<file path="src/rtl/syn_fifo_pkg.sv">
// Shared definitions for the synchronous FIFO controller: read-side FSM states
// and default entry width and depth.
package syn_fifo_pkg;

  localparam int unsigned DEFAULT_DATA_WIDTH = 25;
  localparam int unsigned DEFAULT_DEPTH      = 256;

  typedef enum logic {
    OUT_EMPTY = 1'b0,
    OUT_VALID = 1'b1
  } out_state_e;

endpackage

</file>
<file path="src/rtl/rr_arbiter2.sv">
// Two-way round-robin grant. On contention it favours the requester not granted
// last. After reset the history favours requester 0.
module rr_arbiter2 (
  input  logic       clk,
  input  logic       rst_n,
  input  logic [1:0] req,
  input  logic       advance,
  output logic [1:0] gnt
);

  // Set when requester 1 won most recently, which hands priority to requester 0.
  logic last_was_1;

  always_comb begin
    gnt = '0;
    unique case (req)
      2'b01:   gnt = 2'b01;
      2'b10:   gnt = 2'b10;
      2'b11:   gnt = last_was_1 ? 2'b01 : 2'b10;
      default: gnt = '0;
    endcase
  end

  always_ff @(posedge clk or negedge rst_n) begin
    if (!rst_n) begin
      last_was_1 <= 1'b1;
    end else if (advance) begin
      last_was_1 <= gnt[1];
    end
  end

endmodule

</file>
<file path="src/rtl/fifo_ctrl.sv">
// Controller for an external circular buffer with two round-robin producers and
// one registered consumer slot. Optional FIFO_CTRL_CLEAR_EN adds a synchronous clear.
module fifo_ctrl
  import syn_fifo_pkg::*;
#(
  parameter int unsigned DATA_WIDTH = DEFAULT_DATA_WIDTH,
  parameter int unsigned DEPTH      = DEFAULT_DEPTH,
  parameter int unsigned AF_LEVEL   = DEPTH - 4
) (
  input  logic                    clk,
  input  logic                    rst_n,
`ifdef FIFO_CTRL_CLEAR_EN
  input  logic                    clear,
  output logic                    fifo_clear,
`endif
  input  logic                    req0_valid,
  input  logic [DATA_WIDTH-1:0]   req0_data,
  output logic                    req0_ready,
  input  logic                    req1_valid,
  input  logic [DATA_WIDTH-1:0]   req1_data,
  output logic                    req1_ready,
  output logic                    out_valid,
  input  logic                    out_ready,
  output logic [DATA_WIDTH-1:0]   out_data,
  output logic                    fifo_wren,
  output logic [DATA_WIDTH-1:0]   fifo_di,
  output logic                    fifo_rden,
  input  logic [DATA_WIDTH-1:0]   fifo_do,
  output logic [$clog2(DEPTH):0]  count,
  output logic                    full,
  output logic                    empty,
  output logic                    almost_full
);

  localparam int unsigned CW = $clog2(DEPTH) + 1;

  out_state_e state, state_nxt;
  logic       clr;
  logic       grant_en;
  logic [1:0] gnt;

`ifdef FIFO_CTRL_CLEAR_EN
  assign clr        = clear;
  assign fifo_clear = clear;
`else
  assign clr = 1'b0;
`endif

  assign full        = (count == CW'(DEPTH));
  assign empty       = (count == '0);
  assign almost_full = (count >= CW'(AF_LEVEL));

  // rst_n gates the grant so no write strobe escapes while reset is held.
  assign grant_en = rst_n && !full && !clr;

  rr_arbiter2 u_arb (
    .clk     (clk),
    .rst_n   (rst_n),
    .req     ({req1_valid, req0_valid} & {2{grant_en}}),
    .advance (fifo_wren),
    .gnt     (gnt)
  );

  assign req0_ready = gnt[0];
  assign req1_ready = gnt[1];
  assign fifo_wren  = |gnt;
  assign fifo_di    = gnt[1] ? req1_data : req0_data;

  assign fifo_rden = !clr && !empty && ((state == OUT_EMPTY) || out_ready);
  assign out_valid = (state == OUT_VALID);
  assign out_data  = fifo_do;

  always_comb begin
    state_nxt = state;
    if (clr) begin
      state_nxt = OUT_EMPTY;
    end else if (fifo_rden) begin
      state_nxt = OUT_VALID;
    end else if ((state == OUT_VALID) && out_ready) begin
      state_nxt = OUT_EMPTY;
    end
  end

  always_ff @(posedge clk or negedge rst_n) begin
    if (!rst_n) begin
      state <= OUT_EMPTY;
    end else begin
      state <= state_nxt;
    end
  end

  always_ff @(posedge clk or negedge rst_n) begin
    if (!rst_n) begin
      count <= '0;
    end else if (clr) begin
      count <= '0;
    end else if (fifo_wren && !fifo_rden) begin
      count <= count + CW'(1);
    end else if (fifo_rden && !fifo_wren) begin
      count <= count - CW'(1);
    end
  end

endmodule
</file>
<file path="config.mk">
export PLATFORM = sky130hd
export DESIGN_NAME = fifo_ctrl
export DESIGN_NICKNAME = d
export VERILOG_FILES = /design/src/rtl/syn_fifo_pkg.sv /design/src/rtl/rr_arbiter2.sv /design/src/rtl/fifo_ctrl.sv
export SDC_FILE = /design/constraint.sdc
export NUM_CORES = 1
export LEC_CHECK = 0
export CAP_MARGIN = 40
export CORE_ASPECT_RATIO = 1.75
export CORE_MARGIN = 3
export CORE_UTILIZATION = 31
export CTS_BUF_LIST = sky130_fd_sc_hd__clkbuf_2
export CTS_CLUSTER_DIAMETER = 50
export DETAILED_ROUTE_END_ITERATION = 8
export PLACE_DENSITY = 0.87
export SETUP_SLACK_MARGIN = 0.5
export SLEW_MARGIN = 20
export SYNTH_ARGS = -nofsm -noshare
export SYNTH_HDL_FRONTEND = slang
export SYNTH_SLANG_ARGS = --single-unit
export TNS_END_PERCENT = 20
</file>
<file path="constraint.sdc">
create_clock -name clk -period 3.4 [get_ports clk]
set_input_delay 0.34 -clock clk [delete_from_list [all_inputs] [get_ports clk]]
set_output_delay 0.34 -clock clk [all_outputs]
set_load 0.05 [all_outputs]
</file>
==> results of run 1 <==
-- cell families after synthesis --
| group | after synthesis | share of synthesized area [%] |
|---|---|---|
| AO/OA/AOI/OAI | 33 | 15.6 |
| XOR/XNOR | 3 | 1.74 |
| adder cells (fa/ha/maj) | 9 | 7.96 |
| buffers and inverters | 39 | 18.2 |
| flip-flops | 11 | 18.3 |
| multiplexers | 25 | 23.4 |
| AND/OR/NAND/NOR | 39 | 14.8 |
-- layer usage --
metal  GRT usage, %  routed length, µm
met2           29.0               2540
met1           18.5               1790
met3           10.4                978
met4           3.66                 93
met5              0                  0
-- power groups by stage --
stage | Clock, mW | Sequential (mW) | Combinational, mW
after floorplan | 0 | 0.480 | 0.749
after global placement | 0 | 0.334 | 1.18
after detailed placement | 0 | 0.333 | 1.20
after CTS | 0.0817 | 0.332 | 1.22
after global routing | 0.0880 | 0.350 | 1.47
final | 0.0821 | 0.343 | 1.38
-- registers in the layout (all words and copies together), names as in the netlist --
register and count:
count 9, u_arb.last_was_1 1, out_valid 1
-- synth_stat cells, drive strengths merged (4+ instances only) --
master  instances  share of area [%]
inv             7                1.7
mux2           25                 23
nand2          15                3.7
o21a            4                2.0
clkbuf          4               0.99
dfrtp          10                 17
nand3           4                2.2
ha              8                6.6
o21ai           5                1.7
a21oi           8                2.7
buf            28                 15
-- worst max path at each step --
stage,endpoint,slack (ps),cells past startpoint
floorplan,count[5],520,10
global placement,count[5],390,11
detailed placement,count[5],340,11
CTS,count[6],500,10
global route,count[6],400,10
finish,count[6],490,10
-- layout make-up --
| class | instances | area, µm² |
|---|---|---|
| timing repair buffer | 108 | 1060 |
| tap | 52 | 65.1 |
| clock buffer | 4 | 20.0 |
| fill | 398 | 2160 |
| multi-input combinational | 109 | 1080 |
| sequential | 11 | 287 |
| inverter | 7 | 30.0 |
-- worst reg2reg max path, delay by kind of cell (launching register included) --
kind	cells	cell delay [ps]
AND/OR/NAND/NOR	3	680
buffers and inverters	1	180
AO/OA/AOI/OAI	4	950
flip-flops	1	500
adder cells (fa/ha/maj)	2	500
-- repair_timing --
action                     4_1_cts  5_1_grt
setup endpoints to repair        5        5
buffers inserted                 0       11
resized for setup                3       15
pin swaps                        0        7
==> flow_summary.toml, run 1 <==
[run_status]
status = "finished, final reports clean"

[synthesis]
synthFlopType = "dfrtp_1"
synth_area_um2 = 1510
synth-seq-cells = 11
synth_nets = 248
synthArstFlopShare_pct = 100
ys_warn_count = 0
synth.yosys.seq_area_share_pct = 18.3
synth_area_per_cell_um2 = 9.49
netlist_instances = 159
synth_edf_count = 0
yosysUniqueCellTypes = 42

[sta]
tightest_slew_ps = 516
fin_skew_ps = 1.03
setup_violations = 0
min_period_ps = 2910
slew_headroom_pct = 65.5
finalCritPeriodShare_pct = 85.5
tns_ps = 0
hold_viol = 0
fmax_mhz = 344
rsz0062_at_grt = "true"
whs_ps = 384
slew_viol_final = 0
setup_slack_ps = 495

[critical_path]
cpMostUsedCell = "ha_4"
crit_family = "compound AO/OA/AOI/OAI gates"
max_stage_delay_ps = 500
worstSetupStartpointType = "flip-flop"
rrSetupSlack_ps = 490
cp.arrival_ps = 3090
rr_worst_depth = 10
reg2reg_to = "count[6]"
crit_path_start = "count[7]"
critPathMaxFanout = 6
slowest_stage = "dfrtp_2"
crit_path_end_kind = "flip-flop"
crit_required_ps = 3580
regToRegStartpoint = "count[7]"
critical_path_class = "flip-flop to flip-flop"
worstPathCellList = "nor4_4 -> nand2_2 -> o21ai_4 -> ha_4 -> clkinvlp_4 -> ha_4 -> nor2b_1 -> o31a_1 -> o21a_1 -> o211ai_1"
worst-path-buf-inv = 1

[clock_network]
cts.reportedPaths.clkPinSlew_ps = 120
cts_sinks = 11
clkLatencyLatePin_ps = 270
clk_path_buf_depth = 2
cts_buffers = 3
cts_max_level = 1
clockRootBuffer = "clkbuf_2"
cts_tree = "done"
ctsHoldBuffers = 0

[die]
pin_count = 147
die_w_um = 58.7
dieArea_um2 = 5770
rows = 33
initial_core_util_pct = 32.1
die_h_um = 98.3
coreArea_um2 = 4710

[final_layout]
final_nets = 329
drive_gt1_share_pct = 40.6
syn_to_final_growth_pct = 68.7
finish.utilization_pct = 54.1
stdcell_count = 291
antennaDiodeCount = 0
layout_commonest_cell = "clkdlybuf4s50_1"
fin_area_um2 = 2540
mostFrequentLayoutCells = "clkdlybuf4s50_1 (70), buf_4 (32), mux2_4 (19), nand2_1 (14), dfrtp_2 (8)"

[route]
drc = 0
first_pass_iters = 5
final_antenna_net_count = 0
vias = 1565
finalWirelength_um = 5400
first_iter_violations = 50
avgViaCountPerCell = 5.38
wl_per_cell_um = 18.6

[global_route]
grt_pass1_vias = 1453
grt_overflow_total = 0
track_usage_pct = 17.4
grt_max_degree = 27
grt_antenna_before_repair = 0
grt_pass1_wl_um = 7660

[power]
p_leak_nw = 1.07
power_density_nw_per_um2 = 710
p_seq_share_pct = 19.0
p_comb_share_pct = 76.5
peakVddDrop_mv = 0.701
p_clk_share_pct = 4.5
swShare_pct = 53.0
total_power_mw = 1.81
p_int_uw = 849
p_sw_uw = 957

[job]
max_cap_viol_count = 0

[placed_design]
place_inst = 276
post-place-ws_ps = 335
gp_congestion = 0.887
dpl_cell_area_um2 = 2340
hpwl_um = 4280
placement.io_buffers = 96

[hold_path]
hp-class = "input port to asynchronous set/reset pin"
Power figures use the tool's default switching activity.
==> run 2, diff against run 1 <==
CORE_UTILIZATION = 30   (was 31)
PLACE_DENSITY = 0.88   (was 0.87)
SYNTH_HIERARCHICAL = 1   (was not set)
==> flow_summary.toml, run 2 <==
[final_layout]
antennaDiodeCount = 0
multi_input_area_um2 = 1070
drive_gt1_share_pct = 49.2
mostFrequentLayoutCells = "clkdlybuf4s50_1 (69), buf_4 (47), mux2_2 (25), nand2_1 (13), dfrtp_2 (8)"
fin_area_um2 = 2630
largest_reg_flops = 9
fillCellCount = 376
final_nets = 342
ff_latch_area_um2 = 287
syn_to_final_growth_pct = 86.9
stdcell_count = 303
layout_commonest_cell = "clkdlybuf4s50_1"
top_register = "count"

[die]
die_w_um = 57.8
initial_core_util_pct = 31.4
coreArea_um2 = 4480
dieArea_um2 = 5580
pin_count = 147
rows = 32
die_h_um = 96.6

[sta]
slew_headroom_pct = 63.5
min_period_ps = 3250
finalCritPeriodShare_pct = 95.7
setup_violations = 0
fin_skew_ps = 3.07
tns_ps = 0
slew_viol_final = 0
rsz0062_at_grt = "true"
fmax_mhz = 307
tightest_slew_ps = 546
hold_viol = 0

[global_route]
grt_antenna_before_repair = 0
track_usage_pct = 22.7
grt_pass1_wl_um = 9390
grt_overflow_total = 0
grt_max_degree = 28
grt_pass1_vias = 1797

[synthesis]
yosysUniqueCellTypes = 43
synthFlopType = "dfrtp_1"
synth-seq-cells = 11
synth_edf_count = 0
synth_top_area_share_pct = 20.0
synth_xor_area_share_pct = 3.74
synth_simple_gate_area_share_pct = 11.3
netlist_instances = 155
synth_compound_area_share_pct = 17.2
synth_top_family_by_area = "multiplexers"
muxShareOfSynthArea_pct = 21.8
synth_area_per_cell_um2 = 9.07
synth_top_area_cell = "mux2_2"
synth_nets = 244
synth.yosys.seq_area_share_pct = 19.7
ys_warn_count = 6
synthTopCellsByArea = "mux2_2 (20%), dfrtp_1 (18%), buf_4 (13%)"
synthArstFlopShare_pct = 100
synth_area_um2 = 1410
synthAdderAreaFrac_pct = 8.54
synth.top_cells.by_count = "buf_4 (25), mux2_2 (25), nand2_1 (13)"

[hold_path]
hp-class = "input port to asynchronous set/reset pin"

[clock_network]
cts_max_level = 1
cts.reportedPaths.clkPinSlew_ps = 120
clkLatencyLatePin_ps = 270
cts_tree = "done"
clk_path_buf_depth = 2
ctsHoldBuffers = 0
cts_buffers = 3
clockRootBuffer = "clkbuf_2"
cts_sinks = 11

[power]
swShare_pct = 51.8
p_clk_share_pct = 3.9
p_comb_share_pct = 82.4
peakVddDrop_mv = 0.575
p_leak_nw = 1.08
p_int_uw = 991
total_power_mw = 2.06
p_seq_share_pct = 13.7
p_sw_mw = 1.07
power_density_nw_per_um2 = 782

[placed_design]
hpwl_um = 4980
placement.io_buffers = 96
gp_congestion = 0.944
place_inst = 279
dpl_cell_area_um2 = 2290

[critical_path]
regToRegStartpoint = "count[0]"
cp-endpoint = "count[8]"
crit_path_end_kind = "flip-flop"
crit_required_ps = 3560
rrSetupSlack_ps = 150
crit_path_start = "count[0]"
cp.arrival_ps = 3420
critPathMaxFanout = 4
rr_worst_depth = 15
critical_path_class = "flip-flop to flip-flop"
worstSetupStartpointType = "flip-flop"
reg2reg_to = "count[8]"

[route]
first_iter_violations = 37
vias = 1602
finalWirelength_um = 6410
first_pass_iters = 4
drc = 0
avgViaCountPerCell = 5.29
final_antenna_net_count = 0
wl_per_cell_um = 21.1

[job]
max_cap_viol_count = 0

[run_status]
status = "finished, final reports clean"
run 2: logic make-up after synthesis:
kind of cell | count (synthesis)
buffers and inverters | 39
AOI/OAI and AO/OA | 32
and+or+nand+nor | 31
muxes | 27
DFF | 11
adders and majority gates | 9
xor gates and xnor gates | 6
run 2: how the worst min path moves through the flow:
stage | endpoint | slack, ps | cells after the start
after floorplan | count[0] | 40 | 0
after global placement | out_valid | 490 | 2
after detailed placement | out_valid | 500 | 2
after CTS | count[4] | 480 | 2
after global routing | count[2] | 480 | 2
final | count[4] | 500 | 2
run 2: repair_timing:
item / in CTS / in global routing
resized for setup: 20 / 14
pin swaps: 21 / 15
buffers inserted: 15 / 5
endpoints found under the setup margin: 7 / 32
run 2: power groups by stage:
stage | Clock, mW | Sequential [mW] | Combinational, mW
floorplan | 0 | 0.470 | 0.786
global placement | 0 | 0.275 | 1.33
detailed placement | 0 | 0.279 | 1.34
CTS | 0.0813 | 0.277 | 1.53
global route | 0.0902 | 0.286 | 1.80
finish | 0.0805 | 0.282 | 1.69
run 2: cell type report:
cell class / instances / area share (%)
Timing Repair Buffer: 123 / 43.7
Sequential cell: 11 / 10.9
Inverter: 9 / 1.43
Tap cell: 51 / 2.43
Clock buffer: 4 / 0.762
Multi-Input combinational cell: 105 / 40.8
run 2: per-layer routing:
layer / wire (µm) / global-route usage (%) / vias to the layer above
met5: 0 / 0 / -
met3: 1160 / 13.6 / 35
li1: - / - / 724
met1: 1860 / 19.3 / 710
met4: 428 / 14.7 / 0
met2: 2950 / 39.2 / 133
run 2: worst max-delay path, cell delays in order, from the launching register on:
cell and delay, ps:
dfrtp_2 450, nor4_4 330, nand3_2 170, and3_4 210, a21boi_4 150, or2_4 150, ha_4 160, clkinvlp_4 160
buf_6 170, buf_4 120, ha_1 370, nor3_2 220, a21oi_1 80, o21a_1 190, o211ai_1 110, o41ai_2 100
run 2: metrics by stage:
stage | hold slack, ps | utilization (%) | worst slack [ps]
finish | 495 | 58.6 | 146
global route | 477 | 58.6 | 67.2
CTS | 483 | 56.4 | 319
detailed placement | 505 | 51.2 | 36.9
global placement | 486 | 51.2 | 171
floorplan | 44.4 | - | -463
==> run 3, diff against run 2 <==
CORE_ASPECT_RATIO = not set   (was 1.75)
==> flow_summary.toml, run 3 (synthesis gave the netlist of run 2 again) <==
[clock_network]
clk_path_buf_depth = 2
cts_max_level = 1
clockRootBuffer = "clkbuf_2"
cts_sinks = 11
cts_tree = "done"
cts.reportedPaths.clkPinSlew_ps = 120
clkLatencyLatePin_ps = 280
cts_buffers = 3

[power]
p_leak_nw = 1.04
power_density_nw_per_um2 = 756
peakVddDrop_mv = 0.629
p_sw_uw = 997
p_int_uw = 942
p_comb_share_pct = 80.9
swShare_pct = 51.4
p_seq_share_pct = 15.0
p_clk_share_pct = 4.2

[critical_path]
crit_path_end_kind = "flip-flop"
cp.arrival_ps = 3300
crit_required_ps = 3570
critPathMaxFanout = 5
worstSetupStartpointType = "flip-flop"
critical_path_class = "flip-flop to flip-flop"

[final_layout]
multi_input_area_um2 = 1060
largest_reg_flops = 9
layout_commonest_cell = "clkdlybuf4s50_1"
antennaDiodeCount = 0
ff_latch_area_um2 = 287
syn_to_final_growth_pct = 82.4
drive_gt1_share_pct = 46.9
fin_area_um2 = 2560
top_register = "count"
final_nets = 335
fillCellCount = 366
finish.utilization_pct = 57.7
mostFrequentLayoutCells = "clkdlybuf4s50_1 (69), buf_4 (40), mux2_2 (25), nand2_1 (11)"

[job]
max_cap_viol_count = 0

[sta]
setup_violations = 0
rsz0062_at_grt = "true"
slew_headroom_pct = 65.7
hold_viol = 0
finalCritPeriodShare_pct = 92.2
slew_viol_final = 0
tightest_slew_ps = 512
fin_skew_ps = 7.34
fmax_mhz = 319
min_period_ps = 3130

[die]
die_w_um = 74.5
die_h_um = 74.5
initial_core_util_pct = 31.6
rows = 24
pin_count = 147
dieArea_um2 = 5550
coreArea_um2 = 4440

[global_route]
grt_antenna_before_repair = 0
grt_pass1_vias = 1437
grt_overflow_total = 0
grt_max_degree = 28
track_usage_pct = 16.3
grt_pass1_wl_um = 7010

[placed_design]
placement.io_buffers = 96
gp_congestion = 0.818
dpl_cell_area_um2 = 2270
hpwl_um = 3680

[route]
first_iter_violations = 24
wl_per_cell_um = 16.9
final_antenna_net_count = 0
first_pass_iters = 4
drc = 0
avgViaCountPerCell = 5.04
vias = 1498
finalWirelength_um = 5010

[hold_path]
hp-class = "input port to asynchronous set/reset pin"

[run_status]
status = "finished, final reports clean"
==> run 3: critical path, stage by stage (launching register included) <==
cell and delay (ps):
dfrtp_2 500, nor4_4 280, nand3_2 130, and3_4 200, a21boi_2 150, or2_4 240
ha_4 180, clkinvlp_4 140, buf_12 130, ha_4 210, buf_6 120, a21o_1 180
a211oi_2 240, xor2_1 230, o21ai_1 90
==> run 3: area by class of cell <==
cell class | count | share of cell area [%]
repair buffers | 116 | 42.7
multi-input cells | 105 | 41.3
flip-flops and latches | 11 | 11.2
well taps | 52 | 2.54
inverters | 9 | 1.46
clock buffers | 4 | 0.780
==> run 3: path summary, 6_finish.rpt <==
kind | from | to | slack (ps) | cells past startpoint
max | count[0] | count[6] | 270 | 14
min | rst_n | u_arb/last_was_1 | 440 | 1
max reg2reg | count[0] | count[6] | 270 | 14
min reg2reg | out_valid | out_valid | 530 | 2
max in group asynchronous | rst_n | count[6] | 2760 | 2
min in group clk | out_valid | out_valid | 530 | 2
==> run 3: power groups by stage <==
stage                     Clock, mW  Combinational [mW]  Sequential, mW
after detailed placement          0                1.25           0.294
final                        0.0807                1.57           0.290
after CTS                    0.0832                1.50           0.284
after global routing         0.0930                1.67           0.299
after global placement            0                1.24           0.289
after floorplan                   0               0.786           0.470
==> run 3: repair_timing <==
item | CTS | global route
pin swaps | 27 | 13
endpoints found under the setup margin | 31 | 31
hold buffers | 0 | 0
setup buffers | 15 | 2
gates cloned | 0 | 0
resized for setup | 21 | 6
==> run 3: metrics by stage <==
step | std cells | power [mW] | setup TNS (ps) | hold slack (ps) | setup WS (ps)
after floorplan | 155 | 1.26 | -1750 | 44.4 | -463
after global placement | 276 | 1.53 | 0 | 506 | 135
after detailed placement | 276 | 1.55 | 0 | 507 | 21.3
after CTS | 295 | 1.86 | 0 | 448 | 343
after global routing | 297 | 2.06 | 0 | 422 | 114
final | 297 | 1.94 | 0 | 441 | 265
==> run 3: routing by layer <==
layer	routed length, µm	part of all wire (%)	GRT usage, %	up-vias
met4	35	0.70	2.96	0
met1	1830	37	17.1	705
met2	2680	53	32.2	76
met3	468	9.3	4.32	7
li1	-	-	-	710
met5	0	0	0	-
